File: src/rtl/fetch_pkg.sv
`default_nettype none
// +--------------------------------------------------------------------------+
// | fetch_pkg : shared types and constants for the instruction-fetch stage.  |
// | Rev 1.0                                                                  |
// +--------------------------------------------------------------------------+
package fetch_pkg;

  localparam int unsigned FETCH_XLEN    = 32;
  localparam int unsigned FETCH_INSTR_W = 32;
  localparam int unsigned FETCH_PC_INC  = 4;
  localparam logic [31:0] FETCH_RESET_PC = 32'h0000_0000;

  typedef struct packed {
    logic [FETCH_XLEN-1:0]    pc;
    logic [FETCH_INSTR_W-1:0] instr;
  } fetch_entry_t;

endpackage
`default_nettype wire

File: src/rtl/fetch_if.sv
`default_nettype none
// +--------------------------------------------------------------------------+
// | fetch_if : imem request/response, decode handshake and redirect bundle.  |
// | Rev 1.0                                                                  |
// +--------------------------------------------------------------------------+
interface fetch_if #(
  parameter int unsigned XLEN    = 32,
  parameter int unsigned INSTR_W = 32
);

  logic               imem_req;
  logic [XLEN-1:0]    imem_addr;
  logic [INSTR_W-1:0] imem_rdata;
  logic               dec_valid;
  logic               dec_ready;
  logic [INSTR_W-1:0] dec_instr;
  logic [XLEN-1:0]    dec_pc;
  logic               br_taken;
  logic [XLEN-1:0]    br_pc;
  logic [XLEN-1:0]    br_imm;
  logic               br_misalign;

  modport master (
    output imem_req, imem_addr,
    input  imem_rdata,
    output dec_valid, dec_instr, dec_pc,
    input  dec_ready,
    input  br_taken, br_pc, br_imm,
    output br_misalign
  );

  modport slave (
    input  imem_req, imem_addr,
    output imem_rdata,
    input  dec_valid, dec_instr, dec_pc,
    output dec_ready,
    output br_taken, br_pc, br_imm,
    input  br_misalign
  );

endinterface
`default_nettype wire

File: src/rtl/fetch_queue.sv
`default_nettype none
// +--------------------------------------------------------------------------+
// | fetch_queue : DEPTH-entry circular buffer with push, pop and flush.      |
// | Rev 1.0                                                                  |
// +--------------------------------------------------------------------------+
module fetch_queue
  import fetch_pkg::*;
#(
  parameter int unsigned DEPTH   = 4,
  parameter type         ENTRY_T = fetch_entry_t
) (
  input  wire logic                       clk,
  input  wire logic                       reset,
  input  wire logic                       flush_i,
  input  wire logic                       push_i,
  input  wire ENTRY_T                     wdata_i,
  input  wire logic                       pop_i,
  output      ENTRY_T                     rdata_o,
  output      logic [$clog2(DEPTH):0]     count_o
);

  localparam int unsigned AW = $clog2(DEPTH);
  localparam int unsigned CW = AW + 1;

  ENTRY_T          mem_q [DEPTH];
  logic [AW-1:0]   rd_ptr_q, rd_ptr_d;
  logic [AW-1:0]   wr_ptr_q, wr_ptr_d;
  logic [CW-1:0]   count_q,  count_d;

  always_comb begin
    rd_ptr_d = rd_ptr_q;
    wr_ptr_d = wr_ptr_q;
    count_d  = count_q;
    // Flush realigns the read side onto the write side so no stale slot is reused.
    if (flush_i) begin
      rd_ptr_d = wr_ptr_q;
      count_d  = '0;
    end else begin
      if (push_i) wr_ptr_d = wr_ptr_q + AW'(1);
      if (pop_i)  rd_ptr_d = rd_ptr_q + AW'(1);
      case ({push_i, pop_i})
        2'b10:   count_d = count_q + CW'(1);
        2'b01:   count_d = count_q - CW'(1);
        default: count_d = count_q;
      endcase
    end
  end

  always_ff @(posedge clk) begin
    if (reset) begin
      rd_ptr_q <= '0;
      wr_ptr_q <= '0;
      count_q  <= '0;
    end else begin
      rd_ptr_q <= rd_ptr_d;
      wr_ptr_q <= wr_ptr_d;
      count_q  <= count_d;
    end
  end

  always_ff @(posedge clk) begin
    if (push_i && !flush_i && !reset) begin
      mem_q[wr_ptr_q] <= wdata_i;
    end
  end

  assign rdata_o = mem_q[rd_ptr_q];
  assign count_o = count_q;

endmodule
`default_nettype wire

File: src/rtl/fetch_unit.sv
`default_nettype none
// +--------------------------------------------------------------------------+
// | fetch_unit : PC, imem requests, fetch queue and branch redirect.         |
// | Optional FETCH_MISALIGN_CHECK_EN flags and word-aligns odd targets.      |
// | Rev 1.0                                                                  |
// +--------------------------------------------------------------------------+
module fetch_unit
  import fetch_pkg::*;
#(
  parameter int unsigned     XLEN     = 32,
  parameter int unsigned     DEPTH    = 4,
  parameter logic [XLEN-1:0] RESET_PC = XLEN'(FETCH_RESET_PC),
  parameter int unsigned     INSTR_W  = 32
) (
  input  wire logic clk,
  input  wire logic reset,
  fetch_if.master   bus
);

  localparam int unsigned CW = $clog2(DEPTH) + 1;

  typedef struct packed {
    logic [XLEN-1:0]    pc;
    logic [INSTR_W-1:0] instr;
  } entry_t;

  logic [XLEN-1:0] pc_q, pc_d;
  logic [XLEN-1:0] req_pc_q;
  logic            inflight_q, inflight_d;
  logic            kill_q, kill_d;

  logic [XLEN-1:0] w_target;
  logic [XLEN-1:0] w_redirect_pc;
  logic            w_misalign;
  logic [CW-1:0]   w_count;
  logic [CW:0]     w_credit;
  logic            w_valid;
  logic            w_pop;
  logic            w_push;
  logic            w_req;
  entry_t          w_head;
  entry_t          w_wentry;

  assign w_target = bus.br_pc + bus.br_imm;

`ifdef FETCH_MISALIGN_CHECK_EN
  assign w_misalign    = bus.br_taken & (w_target[1:0] != 2'b00);
  assign w_redirect_pc = {w_target[XLEN-1:2], 2'b00};
`else
  assign w_misalign    = 1'b0;
  assign w_redirect_pc = w_target;
`endif

  assign w_valid  = (w_count != '0) & ~bus.br_taken & ~reset;
  assign w_pop    = w_valid & bus.dec_ready;
  // Credit counts queued plus in-flight slots so a response always has room.
  assign w_credit = {1'b0, w_count} + (CW+1)'(inflight_q) - (CW+1)'(w_pop);
  assign w_req    = ~reset & ~bus.br_taken & (w_credit < (CW+1)'(DEPTH));
  assign w_push   = inflight_q & ~kill_q & ~bus.br_taken & ~reset;

  assign w_wentry = '{pc: req_pc_q, instr: bus.imem_rdata};

  always_comb begin
    pc_d       = pc_q;
    inflight_d = w_req;
    kill_d     = 1'b0;
    if (bus.br_taken) begin
      pc_d   = w_redirect_pc;
      kill_d = inflight_q;
    end else if (w_req) begin
      pc_d = pc_q + XLEN'(FETCH_PC_INC);
    end
  end

  always_ff @(posedge clk) begin
    if (reset) begin
      pc_q       <= RESET_PC;
      req_pc_q   <= '0;
      inflight_q <= 1'b0;
      kill_q     <= 1'b0;
    end else begin
      pc_q       <= pc_d;
      req_pc_q   <= pc_q;
      inflight_q <= inflight_d;
      kill_q     <= kill_d;
    end
  end

  fetch_queue #(
    .DEPTH   (DEPTH),
    .ENTRY_T (entry_t)
  ) u_queue (
    .clk     (clk),
    .reset   (reset),
    .flush_i (bus.br_taken),
    .push_i  (w_push),
    .wdata_i (w_wentry),
    .pop_i   (w_pop),
    .rdata_o (w_head),
    .count_o (w_count)
  );

  assign bus.imem_req    = w_req;
  assign bus.imem_addr   = pc_q;
  assign bus.dec_valid   = w_valid;
  assign bus.dec_instr   = w_head.instr;
  assign bus.dec_pc      = w_head.pc;
  assign bus.br_misalign = w_misalign & ~reset;

endmodule
`default_nettype wire

File: src/flat_wrapper.sv
// flat-port wrapper written by rule: the top's interface ports become plain ports
module fetch_unit_flat import fetch_pkg::*;
#(
  parameter int unsigned     XLEN     = 32,
  parameter int unsigned     DEPTH    = 4,
  parameter logic [XLEN-1:0] RESET_PC = XLEN'(FETCH_RESET_PC),
  parameter int unsigned     INSTR_W  = 32
)
  (clk, reset, bus_imem_req, bus_imem_addr, bus_imem_rdata, bus_dec_valid, bus_dec_instr, bus_dec_pc, bus_dec_ready, bus_br_taken, bus_br_pc, bus_br_imm, bus_br_misalign);
  fetch_if #(.XLEN(XLEN), .INSTR_W(INSTR_W)) bus_i ();
  input  wire logic clk;
  input  wire logic reset;
  output wire logic [$bits(bus_i.imem_req)-1:0] bus_imem_req;
  output wire logic [$bits(bus_i.imem_addr)-1:0] bus_imem_addr;
  input wire logic [$bits(bus_i.imem_rdata)-1:0] bus_imem_rdata;
  output wire logic [$bits(bus_i.dec_valid)-1:0] bus_dec_valid;
  output wire logic [$bits(bus_i.dec_instr)-1:0] bus_dec_instr;
  output wire logic [$bits(bus_i.dec_pc)-1:0] bus_dec_pc;
  input wire logic [$bits(bus_i.dec_ready)-1:0] bus_dec_ready;
  input wire logic [$bits(bus_i.br_taken)-1:0] bus_br_taken;
  input wire logic [$bits(bus_i.br_pc)-1:0] bus_br_pc;
  input wire logic [$bits(bus_i.br_imm)-1:0] bus_br_imm;
  output wire logic [$bits(bus_i.br_misalign)-1:0] bus_br_misalign;
  assign bus_imem_req = bus_i.imem_req;
  assign bus_imem_addr = bus_i.imem_addr;
  assign bus_i.imem_rdata = bus_imem_rdata;
  assign bus_dec_valid = bus_i.dec_valid;
  assign bus_dec_instr = bus_i.dec_instr;
  assign bus_dec_pc = bus_i.dec_pc;
  assign bus_i.dec_ready = bus_dec_ready;
  assign bus_i.br_taken = bus_br_taken;
  assign bus_i.br_pc = bus_br_pc;
  assign bus_i.br_imm = bus_br_imm;
  assign bus_br_misalign = bus_i.br_misalign;
  fetch_unit #(.XLEN(XLEN), .DEPTH(DEPTH), .RESET_PC(RESET_PC), .INSTR_W(INSTR_W)) u_core (.clk(clk), .reset(reset), .bus(bus_i));
endmodule
File: config.mk
export PLATFORM = sky130hd
export DESIGN_NAME = fetch_unit_flat
export DESIGN_NICKNAME = d
export VERILOG_FILES = /design/src/rtl/fetch_pkg.sv /design/src/rtl/fetch_if.sv /design/src/rtl/fetch_queue.sv /design/src/rtl/fetch_unit.sv /design/src/flat_wrapper.sv
export SDC_FILE = /design/constraint.sdc
export NUM_CORES = 1
export LEC_CHECK = 0
export CORE_ASPECT_RATIO = 0.8
export CORE_MARGIN = 8
export CORE_UTILIZATION = 45
export CTS_BUF_LIST = sky130_fd_sc_hd__clkbuf_2
export DETAILED_ROUTE_END_ITERATION = 7
export GPL_TIMING_DRIVEN = 0
export PLACE_DENSITY = 0.68
export SETUP_SLACK_MARGIN = 0.1
export SLEW_MARGIN = 10
export SYNTH_ARGS = -nofsm -noshare
export SYNTH_HDL_FRONTEND = slang
export SYNTH_SLANG_ARGS = --single-unit
File: constraint.sdc
create_clock -name clk -period 4.3 [get_ports clk]
set_input_delay 0.645 -clock clk [delete_from_list [all_inputs] [get_ports clk]]
set_output_delay 0.645 -clock clk [all_outputs]
set_load 0.005 [all_outputs]
After elaboration in Yosys (flattened, before gate mapping). Memories as Yosys holds them, arrays and structs flattened. A register that Yosys moved wholly into a read port is not among the register bits. Index checks and enable logic that the tools add are counted.

Flip-flop bits (word level): 73. RAM bits: 256. Input port bits: 100. Logic and storage cells: 50. Memories: 1.

Memory list: u_core.u_queue.mem_q (words 4, width 64, read ports 1, clocked after Yosys merged registers in 1, write ports 1, line fetch_queue.sv:25) `ENTRY_T mem_q [DEPTH];`.

Add/subtract/negate cells: 8. Magnitude comparators: 1. Eq/ne operators: 2. Muxes and demuxes: 9. Bitwise operators: 11. Reductions and logical operators: 11.

Operator list (number): $mux 32 (2); $add 32x3->32 const B (1); $add 32x32->32 (1); $and 1x1->1 (8); $mux 2 (4); $pmux 3 s2 (1); $reduce_bool 2->1 (3); $add 2x1->2 const B (2); $add 3x1->4 (1); $lt 4x3->1 const B (1); $reduce_or 2->1 (2); $sub 4x1->4 (1); $add 3x1->3 const B (1); $not 1->1 (3); $reduce_bool 3->1 (1); $sub 3x1->3 const B (1); $eq 2x1->1 const B (1); $eq 2x2->1 const B (1); $logic_and 1x1->1 (2); $logic_not 1->1 (2); $mux 1 (2); $reduce_and 2->1 (1).

Logic depth before layout (Yosys ltp). Gate-level depths: netlist of the first run.

Depth in word-level cells: 9. Mapped depth: 16. Gate-level depth less buffers: 14.

Modules after synthesis. A second synthesis of the first run with hierarchy kept.

Cell total of the unflattened synthesis: 930. Area total of the unflattened synthesis: 14181.1 um^2.

Modules (own cells, without submodules): fetch_queue (times used 1, cells each 379, area each 9750.6 um^2, seq. area each 7867.5 um^2); fetch_unit (times used 1, cells each 551, area each 4430.5 um^2, seq. area each 1321.3 um^2).

Worst setup path before layout of the first run. No wires, ideal clock.

Path type: input -> register. Start: input bus_br_taken. End: register u_core.pc_q[19] (netlist: u_core.bus.imem_addr[19]). Arrival time: 3.625 ns. Required time: 4.221 ns. Slack: 0.595 ns. Cell stages on the path: 16. Cell sequence: or2_1 > clkbuf_1 > a31oi_1 > and2_1 > ha_1 > inv_1 > ha_1 > and3b_4 > o41ai_2 > o31ai_2 > or3_1 > buf_2 > nor3_2 > xor2_1 > nor2_1 > a211oi_2.

Word-level cells in the longest chain between the ends: 8. Elaborated cells between the ends (all ways): 10. Classes of those cells: add/sub: 1; order compare: 1; mux: 1; bitwise: 6; reduce/logical: 1.

RTL lines: start, declared (line flat_wrapper.sv:20) `input wire logic [$bits(bus_i.br_taken)-1:0] bus_br_taken;`; $not 1->1 (line fetch_unit.sv:54) `assign w_valid = (w_count != '0) & ~bus.br_taken & ~reset;`; $and 1x1->1 (2 in series) (line fetch_unit.sv:54); via bus_dec_valid (line flat_wrapper.sv:16) `output wire logic [$bits(bus_i.dec_valid)-1:0] bus_dec_valid;`; $and 1x1->1 (line fetch_unit.sv:55) `assign w_pop = w_valid & bus.dec_ready;`; $sub 4x1->4 (line fetch_unit.sv:57) `assign w_credit = {1'b0, w_count} + (CW+1)'(inflight_q) - (CW+1)'(w_pop);`; $lt 4x3->1 (line fetch_unit.sv:58) `assign w_req = ~reset & ~bus.br_taken & (w_credit < (CW+1)'(DEPTH));`; $and 1x1->1 (line fetch_unit.sv:58); $reduce_bool 2->1 (no line); end signal, assigned (line fetch_unit.sv:82) `pc_q <= pc_d;`; end, declared (line fetch_unit.sv:27) `logic [XLEN-1:0] pc_q, pc_d;`.

The timed path passes the listed nets, and every way through them passes these cells. A chain may end at the register's enable or synchronous reset.

==> flow_summary_export.csv, run 1 <==
group,metric,value,unit
run_status,status,"completed",
sta,setup_viol,0,
sta,min_period_over_period,90.3,%
drt,viasPerCell,5.05,
critical_path,required,3.65,ns
pwr,p_int,4750,µW
pwr,pwr-share-seq,56.1,%
sta,fmax,0.258,GHz
sta,worstMarginPinSlew,0.858,ns
placement,hpwl,21600,µm
sta,slew_violations,0,
pwr,power_density,367,nW/µm²
placement,pre_cts_ws,-0.818,ns
logic_synthesis,avgSynthCellArea,15.6,µm²
global_route,grt_max_degree,48,
logic_synthesis,synthDistinctLibCells,59,
global_route,track_usage,16.5,%
floorplan,core,30500,µm²
pwr,p_total,6380,µW
global_route,overflow,0,
clock_network,h-tree-depth,3,
drt,first_pass_iters,4,
logic_synthesis,syn_nets,1037,
logic_synthesis,synthSimpleGateAreaFrac,6.97,%
pwr,clockPowerShare,31.7,%
sta,skew,0.0805,ns
drt,wire_per_inst,18.5,µm
drt,vias,8389,
pwr,p_sw_share,25.5,%
clock_network,clock_path_buffers,3,
sta,grt_setup_unrepaired,"false",
clock_network,clockRootBuffer,"clkbuf_2",
layout,fin_util,57.1,%
sta,fin_ws,0.418,ns
critical_path,cp_max_fo,10,
placement,gp_congestion,0.841,
layout,multi_input_area,4600,µm²
placement,io_buffers,197,
layout,layout.cells.non_filler,1661,
sta,period_needed,3.88,ns
logic_synthesis,synth_edf_count,256,
min_path,hold_path.class,"flop to flop",
job,drv_cap,0,
logic_synthesis,synth-xor-area-share,4.02,%
drt,drtIter0Drc,411,
layout,area_growth,24.6,%
floorplan,initial_utilization,45.8,%
logic_synthesis,yosysMostFrequentCell,"edfxtp_1",
global_route,grt_pass1_vias,8920,
logic_synthesis,synth_area,14000,µm²
floorplan,num_rows,57,
global_route,grt_antenna_before_repair,2,
drt,post-route-drc-count,0,
logic_synthesis,seq_area_frac_synth,65.8,%
layout,fin_area,17400,µm²
layout,fillers,2489,
clock_network,cts_tree,"done",
drt,ant_nets,0,
logic_synthesis,synthAdderAreaFrac,3.87,%
floorplan,die_area,36900,µm²
floorplan,ios,199,
layout,final-seq-area,9190,µm²
logic_synthesis,ys_seq_elements,331,
clock_network,cts_num_sinks,331,
sta,maxSlewHeadroom,42.4,%
logic_synthesis,synth_area_leaders,"edfxtp_1 55%, dfxtp_1 11%, mux4_2 10%",
critical_path,crit_type,"flop to output pin",
pwr,switching_power,1620,µW
floorplan,die_y,174,µm
logic_synthesis,yosysTopAreaCellShare,55.1,%
global_route,grt_pass1_wl,48100,µm
layout,final_nets,1325,
logic_synthesis,synth_top_flop_cell,"edfxtp_1",
clock_network,numCtsBuffers,85,
logic_synthesis,yosysTopAreaCell,"edfxtp_1",
logic_synthesis,yosys-top-cells-count,"256 x edfxtp_1, 75 x dfxtp_1, 64 x mux4_2",
placement,placed_cell_area,16600,µm²
logic_synthesis,synth.area.mux_share,10.7,%
clock_network,path_clk_slew,0.10,ns
logic_synthesis,yosys_warnings,0,
clock_network,insertion_delay,0.83,ns
placement,dp.cells,1509,
pwr,ir_drop,0.146,mV
logic_synthesis,syn_inst,895,
floorplan,fp.dieW,213,µm
pwr,pwr-share-comb,12.2,%
critical_path,cp.arrival,3.24,ns
logic_synthesis,async_flop_share,0,%
drt,routed_wl,30700,µm
layout,final_layout_size_suffix_gt1_share,18.3,%
critical_path,start_kind,"flop",
pwr,leakagePower,0.00613,µW
critical_path,endpoint_kind,"output pin",
logic_synthesis,synth_compound_area_share,6.95,%
sta,hold_viol,0,
logic_synthesis,synth_top_family_by_area,"multiplexers",
-- cell type report --
| cell class | count | area share, % |
|---|---|---|
| Timing Repair Buffer | 202 | 12.0 |
| Buffer | 41 | 1.00 |
| Antenna cell | 2 | 0.0288 |
| Multi-Input combinational cell | 505 | 26.4 |
| Tap cell | 413 | 2.97 |
| Clock buffer | 122 | 3.51 |
| Sequential cell | 331 | 52.9 |
| Clock inverter | 28 | 0.820 |
| Inverter | 17 | 0.367 |
-- kinds of logic (layout without fill, tap and decap cells) --
family                     after synthesis  in the layout
DFF                                    331            331
and+or+nand+nor                        188            188
AOI/OAI and AO/OA                      141            141
muxes                                   69             69
xor gates and xnor gates                64             64
buffers and inverters                   59            410
adders and majority gates               42             42
other                                    1              3
-- cells in the final DEF, fill, tap and decap left out, types with 5 or more instances in the layout --
master / instances
dfxtp_1: 73
a21oi_1: 38
edfxtp_1: 256
xnor2_1: 32
clkbuf_2: 125
mux4_2: 64
nor2_1: 51
clkdlybuf4s50_1: 195
ha_1: 40
nand3_1: 20
buf_1: 8
o21bai_1: 5
a21o_1: 20
o21ai_0: 9
o211ai_1: 5
nor3_1: 5
o22ai_1: 9
xor2_1: 32
a211oi_1: 21
clkinv_1: 20
nand4_1: 14
a31oi_1: 8
clkinv_2: 6
nor2b_1: 33
and3_1: 7
clkbuf_1: 24
inv_1: 17
nand2_1: 33
and2_4: 5
-- per-stage QoR --
stage	TNS [ns]	hold WS (ns)
floorplan	0	0.438
global placement	-344.94	0.455
detailed placement	-12.98	0.460
CTS	0	0.370
global route	0	0.395
finish	0	0.471
-- state kept, by name (all words and copies together) (netlist names), named ones only --
signal,flops
u_core.u_queue.mem_q,256
u_core.bus.imem_addr,32
u_core.req_pc_q,32
u_core.u_queue.count_o,3
u_core.u_queue.rd_ptr_q,2
u_core.u_queue.wr_ptr_q,2
u_core.inflight_q,1
u_core.kill_q,1
-- worst max-delay path, cell delays in order, from the launching register on --
cell             delay, ns
dfxtp_1               0.32
clkbuf_2              0.33
buf_1                 0.70
mux4_2                0.61
clkdlybuf4s50_1       0.48
-- worst paths after layout --
check | cells past startpoint | from | to | slack (ns)
setup / recovery | 4 | flop | bus_dec_instr[20] | 0.42
hold / removal | 0 | u_core.req_pc_q[8] | u_core.u_queue.mem_q[2][40] | 0.47
setup reg to reg | 16 | u_core.u_queue.count_o[2] | u_core.bus.imem_addr[19] | 0.81
hold reg to reg | 0 | u_core.req_pc_q[8] | u_core.u_queue.mem_q[2][40] | 0.47
-- routing by layer --
metal	GRT usage (%)	up-vias	wire length, µm
met3	6.09	34	2760
met2	25.8	263	14000
met1	21.3	3998	13600
li1	-	4094	-
met4	4.88	0	365
met5	0	-	0
-- power groups by stage --
stage / registers [µW] / logic (µW) / clock network [µW]
after floorplan: 3640 / 417 / 0
after global placement: 3650 / 777 / 0
after detailed placement: 3650 / 782 / 0
after CTS: 3580 / 789 / 2110
after global routing: 3590 / 856 / 2260
final: 3580 / 777 / 2020
-- repair_timing --
action                                  CTS  global route
buffers inserted                          1             0
pin swaps                                 2             1
endpoints found under the setup margin   61             4
gates resized for setup                  14             6
hold buffers                              0             0
(Power assumes the default switching activity.)
==> inputs of run 2 (changes only) <==
- SETUP_SLACK_MARGIN: 0.1 -> 0.05
- SLEW_MARGIN: 10 -> 0
==> run 2 against run 1 <==
Against the previous run:
- via count shrank 0.11%
- non-clock buffer count decreased by 1
- total power is essentially flat
- sequential share of layout area is essentially flat
- largest cell class unchanged
- design area hardly changed
- register-to-register slack better by 0.02 ns
- routed wire length about the same
- highest routed layer unchanged
- sequential cell count unchanged
- global-route usage is essentially flat
==> flow_summary_export.csv, run 2 (synthesized netlist as in run 1, its figures left out) <==
group,metric,value,unit
layout,fin_area,17400,µm²
clock_network,numCtsBuffers,85,
global_route,track_usage,16.5,%
sta,slew_violations,0,
pwr,clockPowerShare,31.7,%
sta,grt_setup_unrepaired,"true",
pwr,power_density,367,nW/µm²
clock_network,cts_num_sinks,331,
critical_path,path_cells,"clkdlybuf4s50_1 -> or2_4 -> a31oi_2 -> and2_4 -> ha_1 -> inv_1 -> ha_1 -> and3b_4 -> o41ai_4 -> o31ai_4 -> nor2_1 -> clkdlybuf4s50_1",
layout,final_nets,1324,
layout,regMostFlops,"u_core.u_queue.mem_q",
global_route,overflow,0,
global_route,grt_antenna_before_repair,2,
pwr,p_sw_share,25.5,%
floorplan,core,30500,µm²
floorplan,initial_utilization,45.8,%
critical_path,slowest_stage,"clkdlybuf4s50_1",
sta,hold_ws,0.469,ns
sta,skew,0.0860,ns
drt,post-route-drc-count,0,
placement,gp_congestion,0.841,
critical_path,cp_max_fo,9,
critical_path,required,3.65,ns
global_route,grt_pass1_wl,48000,µm
placement,io_buffers,197,
drt,first_pass_iters,4,
drt,vias,8380,
sta,setup_viol,0,
layout,final-seq-area,9190,µm²
job,drv_cap,0,
drt,ant_nets,0,
critical_path,slowest_delay,0.52,ns
floorplan,fp.dieW,213,µm
global_route,grt_pass1_vias,8925,
layout,final_layout_size_suffix_gt1_share,18.5,%
pwr,leakagePower,0.00612,µW
clock_network,hold_buffers,0,
clock_network,h-tree-depth,3,
floorplan,ios,199,
pwr,p_int,4750,µW
clock_network,cts_tree,"done",
floorplan,die_y,174,µm
min_path,hold_path.class,"flop to flop",
placement,hpwl,21600,µm
drt,routed_wl,30700,µm
critical_path,cp.arrival,3.57,ns
clock_network,clockRootBuffer,"clkbuf_2",
layout,fin_util,57.1,%
floorplan,num_rows,57,
critical_path,start_kind,"primary input",
clock_network,insertion_delay,0.83,ns
pwr,pwr-share-comb,12.1,%
sta,min_period_over_period,97.9,%
global_route,grt_max_degree,48,
layout,final_common_cell,"edfxtp_1",
pwr,pwr-share-seq,56.2,%
sta,setup-tns-final,0,ns
clock_network,path_clk_slew,0.11,ns
pwr,ir_drop,0.145,mV
layout,largest_register_ffs,256,
critical_path,endpoint_kind,"output pin",
drt,drtIter0Drc,406,
layout,multi_input_area,4590,µm²
layout,fillers,2483,
sta,worstMarginPinSlew,0.861,ns
layout,mostFrequentLayoutCells,"256 x edfxtp_1, 196 x clkdlybuf4s50_1, 124 x clkbuf_2",
sta,hold_viol,0,
drt,wire_per_inst,18.5,µm
drt,viasPerCell,5.05,
sta,maxSlewHeadroom,42.2,%
floorplan,die_area,36900,µm²
layout,area_growth,24.6,%
critical_path,crit_type,"primary input to output pin",
placement,placed_cell_area,16600,µm²
pwr,switching_power,1630,µW
clock_network,clock_path_buffers,3,
sta,period_needed,4.21,ns
sta,fmax,0.237,GHz
run_status,status,"completed",
## run 2: changes by cell type in the layout (fill, tap and decap cells not counted)
cell / change
clkbuf_2: -1
a31oi_4: -1
buf_1: -3
clkdlybuf4s15_2: +3
a31oi_2: +1
dlymetal6s2s_1: -1
clkdlybuf4s50_1: +1
## run 2: final cells by class
cell class / count / area share [%]
timing repair buffer: 202 / 12.0
clock inverter: 28 / 0.820
inverter: 17 / 0.367
tap: 413 / 2.97
clock buffer: 122 / 3.51
multi-input combinational: 505 / 26.4
sequential: 331 / 52.9
antenna: 2 / 0.0288
buffer: 40 / 1.10
## run 2: per-stage QoR
step / setup slack, ns / power (µW) / cells
floorplan: 0.595 / 4050 / 895
global placement: -1.32 / 4430 / 1505
detailed placement: -0.818 / 4440 / 1509
CTS: 0.0497 / 6480 / 1658
global route: -0.0724 / 6710 / 1659
finish: 0.0891 / 6380 / 1660
## run 2: what timing repair did
action / in CTS / in global routing
endpoints found under the hold margin: 0 / 0
endpoints found under the setup margin: 61 / 15
setup buffers: 1 / 0
resized for setup: 18 / 5
pin swaps: 2 / 0
## run 2: final timing paths
kind / startpoint / slack [ns] / end / cells past startpoint
setup / recovery: bus_br_taken / 0.09 / bus_imem_req / 12
hold / removal: u_core.req_pc_q[8] / 0.47 / u_core.u_queue.mem_q[2][40] / 0
setup reg to reg: u_core.u_queue.count_o[2] / 0.83 / u_core.bus.imem_addr[19] / 16
hold reg to reg: u_core.req_pc_q[8] / 0.47 / u_core.u_queue.mem_q[2][40] / 0
## run 2: worst max-delay path, delay by kind of cell
kind                     cells  cell delay (ns)
AO/OA/AOI/OAI                3             0.62
AND/OR/NAND/NOR              4             0.85
adder cells (fa/ha/maj)      2             0.42
buffers and inverters        3             1.02
## run 2: routing by layer
layer	part of all wire [%]	GRT usage (%)
met5	0	0
met4	1.2	4.88
met3	8.9	6.09
met2	45	25.8
met1	44	21.3
## run 2: power by group through the flow
stage               logic [µW]  registers [µW]  clock network (µW)
global placement           777            3650                   0
floorplan                  417            3640                   0
CTS                        786            3580                2110
global route               854            3600                2260
finish                     775            3580                2020
detailed placement         782            3650                   0
